`src/rtl/acc_ctrl_pkg.sv`:
```
// Shared definitions for the accumulator control unit: opcodes, ALU select
// encodings, FSM state encoding and instruction field positions.
package acc_ctrl_pkg;

  // Instruction word layout: [15:12] opcode, low bits operand address
  localparam int OPC_MSB = 15;
  localparam int OPC_LSB = 12;

  // Opcodes (0xB-0xE are unused and behave as NOP)
  localparam logic [3:0] OP_NOP = 4'h0;
  localparam logic [3:0] OP_LDA = 4'h1;
  localparam logic [3:0] OP_STA = 4'h2;
  localparam logic [3:0] OP_ADD = 4'h3;
  localparam logic [3:0] OP_SUB = 4'h4;
  localparam logic [3:0] OP_AND = 4'h5;
  localparam logic [3:0] OP_OR  = 4'h6;
  localparam logic [3:0] OP_XOR = 4'h7;
  localparam logic [3:0] OP_NOT = 4'h8;
  localparam logic [3:0] OP_JMP = 4'h9;
  localparam logic [3:0] OP_JZ  = 4'hA;
  localparam logic [3:0] OP_HLT = 4'hF;

  // alu16b operation select
  localparam logic [2:0] ALU_ADD   = 3'b000;
  localparam logic [2:0] ALU_SUB   = 3'b001;
  localparam logic [2:0] ALU_AND   = 3'b010;
  localparam logic [2:0] ALU_OR    = 3'b011;
  localparam logic [2:0] ALU_XOR   = 3'b100;
  localparam logic [2:0] ALU_NOT   = 3'b101;
  localparam logic [2:0] ALU_PASS2 = 3'b110;
  localparam logic [2:0] ALU_PASS1 = 3'b111;

  // Multi-cycle sequencer states
  typedef enum logic [2:0] {
    ST_FETCH  = 3'd0,
    ST_DECODE = 3'd1,
    ST_MEM    = 3'd2,
    ST_EXEC   = 3'd3,
    ST_WB     = 3'd4,
    ST_HALT   = 3'd5
  } state_e;

endpackage

```
`src/rtl/acc_ctrl_decode.sv`:
```
// Combinational opcode decoder: classifies an opcode and picks the ALU select.
module acc_ctrl_decode
  import acc_ctrl_pkg::*;
(
  input  logic [3:0] opcode,
  output logic [2:0] alu_sel,
  output logic       uses_mem,
  output logic       is_alu,
  output logic       is_store,
  output logic       is_load,
  output logic       is_jump,
  output logic       is_halt
);

  // Opcode classification; anything not listed falls through as a NOP
  always_comb begin
    alu_sel  = ALU_PASS1;
    uses_mem = 1'b0;
    is_alu   = 1'b0;
    is_store = 1'b0;
    is_load  = 1'b0;
    is_jump  = 1'b0;
    is_halt  = 1'b0;
    case (opcode)
      OP_LDA: begin uses_mem = 1'b1; is_load  = 1'b1; end
      OP_STA: begin uses_mem = 1'b1; is_store = 1'b1; end
      OP_ADD: begin uses_mem = 1'b1; is_alu = 1'b1; alu_sel = ALU_ADD; end
      OP_SUB: begin uses_mem = 1'b1; is_alu = 1'b1; alu_sel = ALU_SUB; end
      OP_AND: begin uses_mem = 1'b1; is_alu = 1'b1; alu_sel = ALU_AND; end
      OP_OR:  begin uses_mem = 1'b1; is_alu = 1'b1; alu_sel = ALU_OR;  end
      OP_XOR: begin uses_mem = 1'b1; is_alu = 1'b1; alu_sel = ALU_XOR; end
      OP_NOT: begin is_alu = 1'b1; alu_sel = ALU_NOT; end
      OP_JMP: is_jump = 1'b1;
      OP_JZ:  is_jump = 1'b1;
      OP_HLT: is_halt = 1'b1;
      default: alu_sel = ALU_PASS1;
    endcase
  end

endmodule

```
`src/rtl/acc_ctrl_unit.sv`:
```
// Multi-cycle control unit for the accumulator processor. Owns PC, IR, ACC
// and Z, sequences fetch/decode/memory/execute/write-back, and drives the
// instruction memory, data memory and alu16b from registered outputs.
module acc_ctrl_unit
  import acc_ctrl_pkg::*;
#(
  parameter int             AW       = 8,
  parameter logic [AW-1:0]  RESET_PC = {AW{1'b0}}
) (
  input  logic          clk,
  input  logic          rst,
  input  logic          run,
  output logic [AW-1:0] imem_addr,
  input  logic [15:0]   imem_rdata,
  output logic [AW-1:0] dmem_addr,
  output logic [15:0]   dmem_wdata,
  output logic          dmem_we,
  input  logic [15:0]   dmem_rdata,
  output logic [15:0]   alu_in1,
  output logic [15:0]   alu_in2,
  output logic [2:0]    alu_sel,
  input  logic [15:0]   alu_out,
  input  logic          alu_zf,
  output logic [15:0]   acc,
  output logic [AW-1:0] pc,
  output logic          halted
);

  state_e        state_q, state_d;
  logic [AW-1:0] pc_q, pc_d, pc_inc;
  logic [15:0]   ir_q, ir_d;
  logic [15:0]   acc_q, acc_d;
  logic          z_q, z_d;
  logic          halted_q, halted_d;
  logic [AW-1:0] imem_addr_q, imem_addr_d;
  logic [AW-1:0] dmem_addr_q, dmem_addr_d;
  logic [15:0]   dmem_wdata_q, dmem_wdata_d;
  logic          dmem_we_q, dmem_we_d;
  logic [15:0]   alu_in1_q, alu_in1_d;
  logic [15:0]   alu_in2_q, alu_in2_d;
  logic [2:0]    alu_sel_q, alu_sel_d;

  logic [3:0]    dec_opcode;
  logic [2:0]    dec_alu_sel;
  logic          dec_uses_mem, dec_is_alu, dec_is_store, dec_is_load;
  logic          dec_is_jump, dec_is_halt;
  logic          unused_ir;

  // The operand is consumed straight from imem_rdata in DECODE, so the
  // stored copy of the low IR bits is kept only for architectural visibility.
  assign unused_ir = ^ir_q[11:0];
  assign pc_inc    = pc_q + {{(AW-1){1'b0}}, 1'b1};

  // The fresh instruction word is only on imem_rdata during DECODE; later
  // states decode the latched IR.
  always_comb begin
    if (state_q == ST_DECODE) begin
      dec_opcode = imem_rdata[OPC_MSB:OPC_LSB];
    end else begin
      dec_opcode = ir_q[OPC_MSB:OPC_LSB];
    end
  end

  acc_ctrl_decode u_decode (
    .opcode   (dec_opcode),
    .alu_sel  (dec_alu_sel),
    .uses_mem (dec_uses_mem),
    .is_alu   (dec_is_alu),
    .is_store (dec_is_store),
    .is_load  (dec_is_load),
    .is_jump  (dec_is_jump),
    .is_halt  (dec_is_halt)
  );

  // Next-state and datapath update; every register holds unless its state acts
  always_comb begin
    state_d      = state_q;
    pc_d         = pc_q;
    ir_d         = ir_q;
    acc_d        = acc_q;
    z_d          = z_q;
    halted_d     = halted_q;
    dmem_addr_d  = dmem_addr_q;
    dmem_wdata_d = dmem_wdata_q;
    dmem_we_d    = 1'b0;
    alu_in1_d    = alu_in1_q;
    alu_in2_d    = alu_in2_q;
    alu_sel_d    = alu_sel_q;
    case (state_q)
      ST_FETCH: begin
        if (run) begin
          state_d = ST_DECODE;
        end else begin
          state_d = ST_FETCH;
        end
      end
      ST_DECODE: begin
        ir_d = imem_rdata;
        pc_d = pc_inc;
        if (dec_is_halt) begin
          halted_d = 1'b1;
          state_d  = ST_HALT;
        end else if (dec_is_jump) begin
          if ((dec_opcode == OP_JMP) || z_q) begin
            pc_d = imem_rdata[AW-1:0];
          end else begin
            pc_d = pc_inc;
          end
          state_d = ST_FETCH;
        end else if (dec_uses_mem) begin
          // Address and store strobe are registered here so they are
          // presented to the data memory for the whole MEM cycle.
          dmem_addr_d  = imem_rdata[AW-1:0];
          dmem_wdata_d = acc_q;
          dmem_we_d    = dec_is_store;
          state_d      = ST_MEM;
        end else if (dec_is_alu) begin
          state_d = ST_EXEC;
        end else begin
          state_d = ST_FETCH;
        end
      end
      ST_MEM: begin
        if (dec_is_store) begin
          state_d = ST_FETCH;
        end else begin
          state_d = ST_EXEC;
        end
      end
      ST_EXEC: begin
        if (dec_is_load) begin
          acc_d   = dmem_rdata;
          z_d     = (dmem_rdata == 16'h0000);
          state_d = ST_FETCH;
        end else if (dec_is_alu) begin
          alu_in1_d = acc_q;
          if (dec_uses_mem) begin
            alu_in2_d = dmem_rdata;
          end else begin
            alu_in2_d = 16'h0000;
          end
          alu_sel_d = dec_alu_sel;
          state_d   = ST_WB;
        end else begin
          state_d = ST_FETCH;
        end
      end
      ST_WB: begin
        acc_d   = alu_out;
        z_d     = alu_zf;
        state_d = ST_FETCH;
      end
      ST_HALT: state_d = ST_HALT;
      default: state_d = ST_FETCH;
    endcase
  end

  // Instruction address tracks the PC it will fetch next (frozen in HALT)
  always_comb begin
    imem_addr_d = pc_d;
  end

  // State and output registers; reset aborts any instruction in flight
  always_ff @(posedge clk or posedge rst) begin
    if (rst) begin
      state_q      <= ST_FETCH;
      pc_q         <= RESET_PC;
      ir_q         <= 16'h0000;
      acc_q        <= 16'h0000;
      z_q          <= 1'b0;
      halted_q     <= 1'b0;
      imem_addr_q  <= RESET_PC;
      dmem_addr_q  <= {AW{1'b0}};
      dmem_wdata_q <= 16'h0000;
      dmem_we_q    <= 1'b0;
      alu_in1_q    <= 16'h0000;
      alu_in2_q    <= 16'h0000;
      alu_sel_q    <= ALU_PASS1;
    end else begin
      state_q      <= state_d;
      pc_q         <= pc_d;
      ir_q         <= ir_d;
      acc_q        <= acc_d;
      z_q          <= z_d;
      halted_q     <= halted_d;
      imem_addr_q  <= imem_addr_d;
      dmem_addr_q  <= dmem_addr_d;
      dmem_wdata_q <= dmem_wdata_d;
      dmem_we_q    <= dmem_we_d;
      alu_in1_q    <= alu_in1_d;
      alu_in2_q    <= alu_in2_d;
      alu_sel_q    <= alu_sel_d;
    end
  end

  assign imem_addr  = imem_addr_q;
  assign dmem_addr  = dmem_addr_q;
  assign dmem_wdata = dmem_wdata_q;
  assign dmem_we    = dmem_we_q;
  assign alu_in1    = alu_in1_q;
  assign alu_in2    = alu_in2_q;
  assign alu_sel    = alu_sel_q;
  assign acc        = acc_q;
  assign pc         = pc_q;
  assign halted     = halted_q;

endmodule
```
`config.mk`:
```
export PLATFORM = sky130hd
export DESIGN_NAME = acc_ctrl_unit
export DESIGN_NICKNAME = d
export VERILOG_FILES = /design/src/rtl/acc_ctrl_pkg.sv /design/src/rtl/acc_ctrl_decode.sv /design/src/rtl/acc_ctrl_unit.sv
export SDC_FILE = /design/constraint.sdc
export NUM_CORES = 1
export LEC_CHECK = 0
export CAP_MARGIN = 5
export CORE_AREA = 3 3 106 108
export DETAILED_ROUTE_END_ITERATION = 10
export DIE_AREA = 0 0 109 111
export PLACE_DENSITY = 0.72
export SLEW_MARGIN = 20
export SYNTH_ARGS = -nofsm -noshare
export SYNTH_HDL_FRONTEND = slang
export SYNTH_SLANG_ARGS = --single-unit
export TNS_END_PERCENT = 30
```
`constraint.sdc`:
```
create_clock -name clk -period 3.22 [get_ports clk]
set_input_delay 0.644 -clock clk [delete_from_list [all_inputs] [get_ports clk]]
set_output_delay 0.644 -clock clk [all_outputs]
set_load 0.02 [all_outputs]
```
==> results.ini <==
[synthesis]
synth_nets=397
synth_area_sq_um=4200
async_reset_ff_frac=1.00
synth_edf_count=0
ys_types=46
synthFlopType=dfrtp_1
ys_ff_latch=93
syn_avg_cell_area_sq_um=12.2
yosys_warnings=0
synth_seq_area_share=0.556
syn_inst=344

[die]
core-area_sq_um=10300
ios=145
dieArea_sq_um=12100
fp.dieW_microns=109
rows=37
dieHeight_microns=111
start_util=0.406

[cts]
postCtsHoldBufs=0
clk_latency_ns=0.36
clock-sinks=93
clockBufferDepth=2
cts_setup_buffers=0
cts-root-buf=clkbuf_8
path_clk_slew_ns=0.09
numCtsBuffers=9
htree_levels=3
ctsResizeCount=0
cts_tree=done

[sta]
tightest_slew_ns=1.12
setup-tns-final_ns=0
final_max_slew_viol_count=0
setup_viol=0
finalHoldViolCount=0
fin_skew_ns=0.0165
fmax_mhz=411
rsz0062_at_grt=false
relSlewSlack=0.255
fin_crit_sh=0.756
layout_min_cycle_time_ns=2.43

[grt]
use_met2=0.301
grt_max_degree=94
grt.busiest_layer=met2
grt_pass1_vias=3312
grt_overflow=0
antenna_found_initial=0
grtUsageTotal=0.187
use_met1=0.249
use_met3=0.0332
grt_pass1_wl_microns=17800

[worst_setup_path]
crit_type=reg2reg
critPathSlowestCell=dfrtp_1
crit_family=multiplexers
crit_fanout=27
path_buf_inv=2
arrival_ns=2.68
end_kind=flip-flop
cp_slowest_stage_delay_ns=0.46
crit_required_ns=3.46
cpMostUsedCell=mux2_4
crit_chain=nor3b_2, buf_4, mux2_4, o21a_1, nor2_4, buf_12, mux2_4
cp-start-kind=flip-flop

[drt]
via_per_inst=5.20
final_antenna_net_count=0
drt_iter0_markers=166
vias=3227
first_pass_iters=4
routed_wl_microns=11000
drc_errors=0
wl_per_cell_microns=17.7

[final_layout]
fin_area_sq_um=5880
utilization=0.570
syn2layout_area_growth_pct=40.3
drive_gt1_frac=0.132
regArea_sq_um=2330
nets=532
final_cell_mix=clkdlybuf4s50_1, dfrtp_1, nand2_1
nFillCells=875
mostFrequentLayoutCell=clkdlybuf4s50_1
multi_input_area_sq_um=1680
n_antenna_cell=0

[pwr]
p_leak_nw=2.59
power.total_mw=6.11
irDropWorstVdd_v=0.000469
pwr_density_cell_nw_per_um2=1040

[worst_hold_path]
holdCritPathClass=reg2reg

[place]
placed_area_sq_um=5690
dp_hpwl_microns=7850
io_buffer_count=140
gp_congestion=0.847

[run_status]
status=finished, final reports clean

[job]
maxCapViolCount=0

==> registers in the layout, indices dropped and copies added (netlist names) <==
register / flops
alu_in1: 16
halted: 1
dmem_wdata: 16
ir_q: 4
imem_addr: 8
state_q: 3
alu_in2: 16
z_q: 1
alu_sel: 3
acc: 16
dmem_we: 1
dmem_addr: 8
==> power breakdown <==
part	total, mW	switching [mW]	leakage, nW	internal (mW)
registers	2.16	0.439	1.13	1.72
logic	3.16	1.55	1.36	1.61
clock network	0.795	0.432	0.0996	0.362
==> worst reg2reg max path: stages, from the launching register on <==
cell     delay [ns]
dfrtp_1        0.46
nor3b_2        0.20
buf_4          0.22
mux2_4         0.38
o21a_1         0.24
nor2_4         0.24
buf_12         0.25
mux2_4         0.34
==> path summary, 6_finish.rpt <==
kind	from	endpoint	slack, ns	depth (start not counted)
worst max-delay path	state_q[1]	alu_in1[8]	0.79	7
worst min-delay path	halted	halted	0.48	1
worst max register to register	state_q[1]	alu_in1[8]	0.79	7
worst min register to register	halted	halted	0.48	1
max in group asynchronous	rst	alu_sel[0]	2.11	3
min in group asynchronous	rst	alu_in1[5]	0.70	3
==> Yosys cell counts, types with 5 or more instances <==
| cell | count | area [sq um] |
|---|---|---|
| mux2_1 | 12 | 135 |
| nand2b_1 | 5 | 31.3 |
| buf_4 | 8 | 60.1 |
| nor3_1 | 7 | 35.0 |
| nand3_1 | 7 | 35.0 |
| buf_6 | 6 | 67.6 |
| mux2i_1 | 20 | 200 |
| a21oi_1 | 9 | 45.0 |
| mux2_4 | 14 | 210 |
| mux2_2 | 15 | 169 |
| nor4_1 | 5 | 31.3 |
| clkbuf_1 | 5 | 18.8 |
| a22o_1 | 16 | 140 |
| buf_2 | 5 | 25.0 |
| nor2_1 | 12 | 45.0 |
| dfrtp_1 | 90 | 2250 |
| o21ai_0 | 24 | 120 |
| nand2_1 | 35 | 131 |
==> routing by layer <==
| metal | wire [microns] | part of all wire |
|---|---|---|
| met4 | 245 | 0.022 |
| met1 | 4790 | 0.44 |
| met2 | 5390 | 0.49 |
| met3 | 526 | 0.048 |
| met5 | 0 | 0 |
==> final cells by class <==
| type | count | area share |
|---|---|---|
| repair buffers | 148 | 0.253 |
| well taps | 136 | 0.0289 |
| multi-input cells | 223 | 0.286 |
| flip-flops and latches | 93 | 0.396 |
| clock buffers | 9 | 0.0211 |
| inverters | 4 | 0.00276 |
| clock inverters | 7 | 0.0125 |
==> kinds of logic after synthesis <==
family,count (synthesis),synth area share
XOR/XNOR,2,0.00418
AO/OA/AOI/OAI,66,0.103
flip-flops,93,0.556
adder cells (fa/ha/maj),1,0.00298
buffers and inverters,28,0.0444
multiplexers,62,0.176
AND/OR/NAND/NOR,92,0.114
==> through the flow <==
stage	std cells	hold slack, ns	setup slack [ns]
floorplan	344	0.510	0.161
global placement	604	0.464	0.571
detailed placement	604	0.471	0.528
CTS	620	0.495	0.790
global route	620	0.508	0.679
finish	620	0.484	0.785
Note: power is estimated with default switching activity, not from simulation.
